[config.mk]
export PLATFORM = sky130hd
export DESIGN_NAME = pipelined_adder
export DESIGN_NICKNAME = d
export VERILOG_FILES = /design/src/rtl/pipelined_adder.sv
export SDC_FILE = /design/constraint.sdc
export NUM_CORES = 1
export LEC_CHECK = 0
export BUFFER_PORTS_ARGS = -buffer_cell sky130_fd_sc_hd__buf_4
export CAP_MARGIN = 15
export CORE_ASPECT_RATIO = 1.5
export CORE_MARGIN = 2
export CORE_UTILIZATION = 25
export CTS_BUF_LIST = sky130_fd_sc_hd__clkbuf_2 sky130_fd_sc_hd__clkbuf_4 sky130_fd_sc_hd__clkbuf_8
export DETAILED_ROUTE_END_ITERATION = 12
export GPL_ROUTABILITY_DRIVEN = 0
export MAX_ROUTING_LAYER = met4
export PLACE_DENSITY = 0.39
export SLEW_MARGIN = 40
export SYNTH_ARGS = -nofsm -noshare
export SYNTH_HDL_FRONTEND = slang
export SYNTH_SLANG_ARGS = --single-unit
[constraint.sdc]
create_clock -name clk -period 3.65 [get_ports clk]
set_input_delay 0.365 -clock clk [delete_from_list [all_inputs] [get_ports clk]]
set_output_delay 0.365 -clock clk [all_outputs]
set_load 0.01 [all_outputs]
[src/rtl/pipelined_adder.sv]
// pipelined_adder
// ---------------------------------------------------------------------------
// Pipelined add/subtract unit. A WIDTH-bit operation is split into CHUNK-bit
// slices and each pipeline stage adds one slice, registering its carry for
// the next stage. Latency is STAGES = WIDTH/CHUNK cycles and one operation
// can be accepted every cycle.
//
// Ports:
//   clk, rst_n            rising-edge clock, asynchronous active-low reset
//   in_valid / in_ready   input handshake for operands a, b, c, sub
//   a, b [WIDTH]          operands
//   c                     carry-in (add) or borrow-in (sub)
//   sub                   0: a+b+c   1: a-b-c
//   out_valid / out_ready output handshake for sum, carry
//   sum [WIDTH]           result modulo 2^WIDTH
//   carry                 carry-out (add) or NOT-borrow (sub)
//   ovf                   signed overflow, present only with ADDER_OVF_EN
//
// Build option: define ADDER_OVF_EN to add the ovf output.
//
// Handshake: a transfer happens on a rising edge where valid && ready. The
// whole pipeline advances together when the output register is empty or
// being drained (adv = !out_valid || out_ready); otherwise every register
// holds, so in_ready = adv and sum/carry stay stable during a stall.
// ---------------------------------------------------------------------------
module pipelined_adder #(
    parameter int WIDTH = 16,
    parameter int CHUNK = 4
) (
    input  logic             clk,
    input  logic             rst_n,
    input  logic             in_valid,
    output logic             in_ready,
    input  logic [WIDTH-1:0] a,
    input  logic [WIDTH-1:0] b,
    input  logic             c,
    input  logic             sub,
    output logic             out_valid,
    input  logic             out_ready,
    output logic [WIDTH-1:0] sum,
    output logic             carry
`ifdef ADDER_OVF_EN
    ,
    output logic             ovf
`endif
);

    localparam int STAGES = WIDTH / CHUNK;

    if (WIDTH % CHUNK != 0) begin : g_bad_chunk
        $error("pipelined_adder: WIDTH must be a multiple of CHUNK");
    end

    // Stage k registers hold the state after slice k has been added: the
    // operands (upper slices still needed downstream), the partial result,
    // the carry out of slice k and the stage valid bit.
    logic [WIDTH-1:0] a_q [STAGES];
    logic [WIDTH-1:0] b_q [STAGES];
    logic [WIDTH-1:0] s_q [STAGES];
    logic             c_q [STAGES];
    logic             v_q [STAGES];

    logic [WIDTH-1:0] a_d [STAGES];
    logic [WIDTH-1:0] b_d [STAGES];
    logic [WIDTH-1:0] s_d [STAGES];
    logic             c_d [STAGES];
    logic             v_d [STAGES];

    // Inputs seen by each stage: stage 0 sees the conditioned operands,
    // stage k sees the registers of stage k-1.
    logic [WIDTH-1:0] a_src [STAGES];
    logic [WIDTH-1:0] b_src [STAGES];
    logic [WIDTH-1:0] s_src [STAGES];
    logic             c_src [STAGES];
    logic             v_src [STAGES];
    logic [CHUNK:0]   slice [STAGES];

    logic adv;

    always_comb begin
        adv = !v_q[STAGES-1] || out_ready;

        // Subtraction as a + ~b + ~c, i.e. a - b - c in two's complement.
        a_src[0] = a;
        b_src[0] = sub ? ~b : b;
        s_src[0] = '0;
        c_src[0] = c ^ sub;
        v_src[0] = in_valid;
        for (int k = 1; k < STAGES; k++) begin
            a_src[k] = a_q[k-1];
            b_src[k] = b_q[k-1];
            s_src[k] = s_q[k-1];
            c_src[k] = c_q[k-1];
            v_src[k] = v_q[k-1];
        end

        for (int k = 0; k < STAGES; k++) begin
            slice[k] = {1'b0, a_src[k][k*CHUNK +: CHUNK]}
                     + {1'b0, b_src[k][k*CHUNK +: CHUNK]}
                     + {{CHUNK{1'b0}}, c_src[k]};
            a_d[k] = a_src[k];
            b_d[k] = b_src[k];
            s_d[k] = s_src[k];
            s_d[k][k*CHUNK +: CHUNK] = slice[k][CHUNK-1:0];
            c_d[k] = slice[k][CHUNK];
            v_d[k] = v_src[k];
        end
    end

    always_ff @(posedge clk or negedge rst_n) begin
        if (!rst_n) begin
            for (int k = 0; k < STAGES; k++) begin
                a_q[k] <= '0;
                b_q[k] <= '0;
                s_q[k] <= '0;
                c_q[k] <= 1'b0;
                v_q[k] <= 1'b0;
            end
        end else if (adv) begin
            // Bubbles shift through too, so a stage with v=0 simply
            // carries don't-care data that never reaches out_valid.
            for (int k = 0; k < STAGES; k++) begin
                a_q[k] <= a_d[k];
                b_q[k] <= b_d[k];
                s_q[k] <= s_d[k];
                c_q[k] <= c_d[k];
                v_q[k] <= v_d[k];
            end
        end
    end

`ifdef ADDER_OVF_EN
    // Overflow = carry into MSB xor carry out of MSB. The carry into the MSB
    // is recovered from the MSB sum bit: cin_msb = a_msb ^ b_msb ^ s_msb.
    logic ovf_d;
    logic ovf_q;

    always_comb begin
        ovf_d = a_src[STAGES-1][WIDTH-1] ^ b_src[STAGES-1][WIDTH-1]
              ^ s_d[STAGES-1][WIDTH-1] ^ c_d[STAGES-1];
    end

    always_ff @(posedge clk or negedge rst_n) begin
        if (!rst_n) begin
            ovf_q <= 1'b0;
        end else if (adv) begin
            ovf_q <= ovf_d;
        end
    end

    assign ovf = ovf_q;
`endif

    assign in_ready  = adv;
    assign out_valid = v_q[STAGES-1];
    assign sum       = s_q[STAGES-1];
    assign carry     = c_q[STAGES-1];

endmodule

# Word level (Yosys, flattened, before mapping)
# Cells that the tools add are included.
# W data, S select, Z words.
# word_totals
regBits,144
in_bits,38
output_inout_bits,19
wordCells,31
# op_classes
addsub,8
mux,1
bitwise,2
reduce_logical,2
# op_table
op,count
$add A4 B4 Y5,4
$add A5 B1 Y5,4
$mux W16,1
$not A16 Y16,1
$logic_not A1 Y1,1
$logic_or A1 B1 Y1,1
$xor A1 B1 Y1,1

# Depth between registers and ports, before layout
# logic_depth
word_depth,4
mapped_depth,8
ltp_nobuf,6

# Worst setup path before layout
# Ideal clock, no wire load.
# synth_path
path_type,in2reg
start,input sub
end,register c_q[3] (netlist name)
setup_ns,0.128
arrival_time_ns,2.014
t_required_ns,3.522
slack_ns,1.507
path_stages,8
path_buffers,2
path_cell_list,buf_4 buf_6 xor2_1 fa_1 fa_1 a21o_1 a21oi_1 a21oi_1
# synth_between
elab_chain_len,3
elab_cells_between_ends,4
cone_classes,add/sub (2); mux (1); bitwise (1)
# synth_rtl
element,line,rtl
from (decl),37,"input logic sub,"
$mux W16,85,b_src[0] = sub ? ~b : b;
$add A4 B4 Y5,99,"+ {1'b0, b_src[k][k*CHUNK +: CHUNK]}"
$add A5 B1 Y5 *,100,"+ {{CHUNK{1'b0}}, c_src[k]};"
"to (signal, indexed assignment)",126,c_q[k] <= c_d[k];
to (decl),60,logic c_q [STAGES];
# Every way passes the cells marked *; elsewhere a longest branch is shown, timed or not.
# A chain may end at the register's enable or synchronous reset.

# Final worst setup path
# layout_path
start,"register v_q, in the netlist out_valid"
end,output in_ready
# layout_between
elab_chain_len,2
# layout_rtl
element,line,rtl
from (decl),61,logic v_q [STAGES];
"from (signal, indexed assignment)",127,v_q[k] <= v_d[k];
$logic_not A1 Y1,81,adv = !v_q[STAGES-1] || out_ready;
$logic_or A1 B1 Y1,81,
to (decl),33,"output logic in_ready,"
# Every way passes these cells.

==> results.txt <==
----------------------------------------------------
[Status]
  Status ... finished clean

[Cells and area]
  Number of nets in the layout ... between 500 and 600
  Commonest non-fill, non-tap cell in the layout ... nand2_1
  Final instance area ... 5010 sq um
  Proportion of layout cells with a drive suffix above 1 ... 15.7%
  Layout overhead on the synthesized area ... 17.9%
  Top library cells by usage in the layout, fill and taps aside ... nand2_1, dfrtp_1, buf_4
  # fillers ... 1823
  Count of antenna diodes in the layout ... 0

[Global route]
  First-pass GRT wire length ... 14300 microns
  GRT overflow ... 0
  Initial antenna violation count ... 0
  Vias in the first global route ... 2995
  Pin count of the biggest net entering global routing ... 104
  Total routing usage reported by global routing ... under 10%

[Floorplanning]
  Starting density of the core ... 25.5%
  Die Span Y ... 164 microns
  X dimension of the die ... about 110 microns
  I/O pin total ... 57
  Area of the die ... 18100 sq um
  Row count ... between 50 and 60
  Core Footprint ... 16700 sq um

[Clock tree]
  Number of H-tree branching levels ... 3
  Setup bufs post-CTS ... 0
  Gates resized, CTS repair ... 0
  Hold buffers post-CTS ... 1
  CTS buffer count ... 9
  Clock transition at path regs ... 0.11 ns
  Clock tree from TritonCTS ... done
  Maximum clock insertion buffer count ... 2
  Clk Tree Root Cell ... clkbuf_8
  Total clock sinks ... 96
  Clock network latency to the later pin of the worst-skew pair ... between 0.3 and 0.4 ns

[Routing]
  Highest signal layer in the routed design ... met4
  Post-detailed-route wirelength per cell ... 11.6 microns
  DRC Markers ... 0
  Wire length on met1 ... 4000 microns
  Number of DRC markers after the initial detailed-route iteration ... 165
  Drt first pass iters ... 4
  Routed wl met3 ... around 250 microns
  Routed wire length on met2 ... 3930 microns
  Average vias per placed instance ... 4.01
  Final antenna-violating net count ... 0
  Final Routed Wirelength ... 8240 microns
  Via total after detailed routing ... 2857

[Critical path]
  Reg-to-Reg Start ... c_q[1]$_DFFE_PN0P_
  Largest delay contributor family on the critical path ... buffers and inverters
  Worst Path Required ... 3.28 ns
  Startpoint type of the worst setup path ... flop
  Kind of end point of the critical path ... primary output
  Register-to-register setup slack ... between 1.5 and 2 ns
  Critical path data arrival time ... 1.71 ns
  Reg2reg path depth ... 5
  Endpoint of the most critical setup path ... in_ready
  Critical path startpoint ... out_valid$_DFFE_PN0P_
  Slowest cell on the critical path ... inv_4
  Critical path, cell by cell ... nor2b_4 > inv_4 > buf_4
  Reg2Reg Capture Point ... carry$_DFFE_PN0P_
  Crit path kind ... flop to primary output
  Critical path depth in cells ... 3
  Buffering stage count on the worst path with inverters included ... 2
  Delay contributed by the slowest stage of the critical path ... 0.53 ns
  Maximum fanout encountered on the critical timing path ... 75

[STA]
  Worst Clk Skew ... 0.0116 ns
  Least setup slack across all paths after layout ... 1.57 ns
  Final max-slew violation count ... 0
  Highest clock rate ... just under 0.5 GHz
  Final period utilization ... 57.0%
  Setup Total Neg Slack ... 0 ns
  Fin crit period ... 2.08 ns
  Number of hold-slack violations in the final timing report ... 0
  RSZ-0062 raised after global routing ... no
  Relative slew margins ... 49.8%
  Final setup vio count ... 0
  Worst-Margin Slew ... 0.752 ns

[Synthesis]
  FF+latch count, synth ... 96
  Mean Syn Cell Area ... 9.48 sq um
  Largest cells by area after synthesis ... dfrtp_1, nand2_1, fa_1
  Total number of yosys warnings ... 0
  Register area share after synthesis ... a little under three fifths
  Share of the synthesized area in the top cell type ... 56.5%
  Post-synthesis instance total ... about 450
  Library cell occupying the most area in the post-synthesis netlist ... dfrtp_1
  Area of the mapped netlist ... 4250 sq um
  Post-Synthesis Net Count ... 506
  Distinct cell type count after synthesis ... 20

[Pwr]
  Worst-case vdd ir drop ... 733 uV
  Pwr Density ... approximately 770 nW/um^2
  Internal power component ... 2.41 mW
  Post-layout total power ... between 3 and 4 mW
  Power dissipated by switching net loads ... about 1.4 mW
  Switching Share ... 37.3%
  Portion of total power attributed to combinational logic ... 36.0%
  Leakage power summed over all cells ... 2.56 nW
  Share of total power in sequential cells ... 46.7%
  Clock power share ... approximately 17%

[Worst hold path]
  Type of the tightest min-delay check ... primary input to flop

[Run]
  Max-cap viol count ... 0

[Placed design]
  Worst slack at placement ... approximately 1.5 ns
  Placed Instance Area ... 4820 sq um
  I/O Buffers ... 56
  Placed wire-length estimate after detailed placement ... 5250 microns

----------------------------------------------------
==> layer usage <==
layer | up-vias | track usage [%]
li1 | 1486 | -
met1 | 1331 | 12.7
met2 | 38 | 15.7
met3 | 2 | 1.93
met4 | 0 | 4.26
met5 | - | -
==> final cells by class <==
type / count / area, sq um / area share (%)
clock buffer: 9 / 124 / 2.47
timing repair buffer: 62 / 484 / 9.66
sequential: 96 / 2400 / 47.9
clock inverter: 7 / 57.6 / 1.15
tap: 210 / 263 / 5.24
multi-input combinational: 321 / 1650 / 32.9
inverter: 8 / 32.5 / 0.649
==> through the flow <==
stage / utilization [%] / std cells / hold slack, ns
floorplan: - / 448 / 0.0694
global placement: 28.7 / 695 / 0.446
detailed placement: 28.9 / 696 / 0.290
CTS: 30.0 / 713 / 0.159
global route: 30.0 / 713 / 0.185
finish: 30.0 / 713 / 0.191
==> cell families after synthesis <==
group,synth area share [%]
adder cells (fa/ha/maj),7.30
XOR/XNOR,4.95
AND/OR/NAND/NOR,21.0
buffers and inverters,4.68
AO/OA/AOI/OAI,5.54
flip-flops,56.5
==> cells in the mapped netlist (all sizes together) <==
cell,number
nand2,220
a21oi,13
xor2,11
dfrtp,96
inv,8
ha,12
o21ai,25
nor2b,3
a21o,6
clkbuf,1
fa,8
nand2b,1
xnor2,13
buf,22
nor2,9
==> state kept, by name, indices dropped and copies added, names as in the netlist <==
signal / cells
c_q: 3
carry: 1
v_d: 3
s_d: 24
out_valid: 1
a_d: 24
b_d: 24
sum: 16
==> tightest hold or removal path, stage by stage <==
cell	delay (ns)
buf_4	0.08
nand2_1	0.04
nand2_1	0.05
==> power groups by stage <==
stage	logic, mW	registers [mW]	clock network, mW
final	1.39	1.79	0.664
after global routing	1.63	1.86	0.752
after global placement	1.40	1.82	0
after detailed placement	1.43	1.82	0
after floorplan	0.992	1.81	0
after CTS	1.43	1.80	0.712
==> how the worst min path moves through the flow <==
stage               cells past startpoint          startpoint             endpoint
floorplan                               0               rst_n  a_d[12]$_DFFE_PN0P_
global placement                        2  v_d[0]$_DFFE_PN0P_   v_d[0]$_DFFE_PN0P_
detailed placement                      1               rst_n  sum[11]$_DFFE_PN0P_
CTS                                     3               a[15]  a_d[47]$_DFFE_PN0P_
global route                            3               a[10]  a_d[42]$_DFFE_PN0P_
finish                                  3               a[15]  a_d[47]$_DFFE_PN0P_
Note: power is estimated with default switching activity, not from simulation.
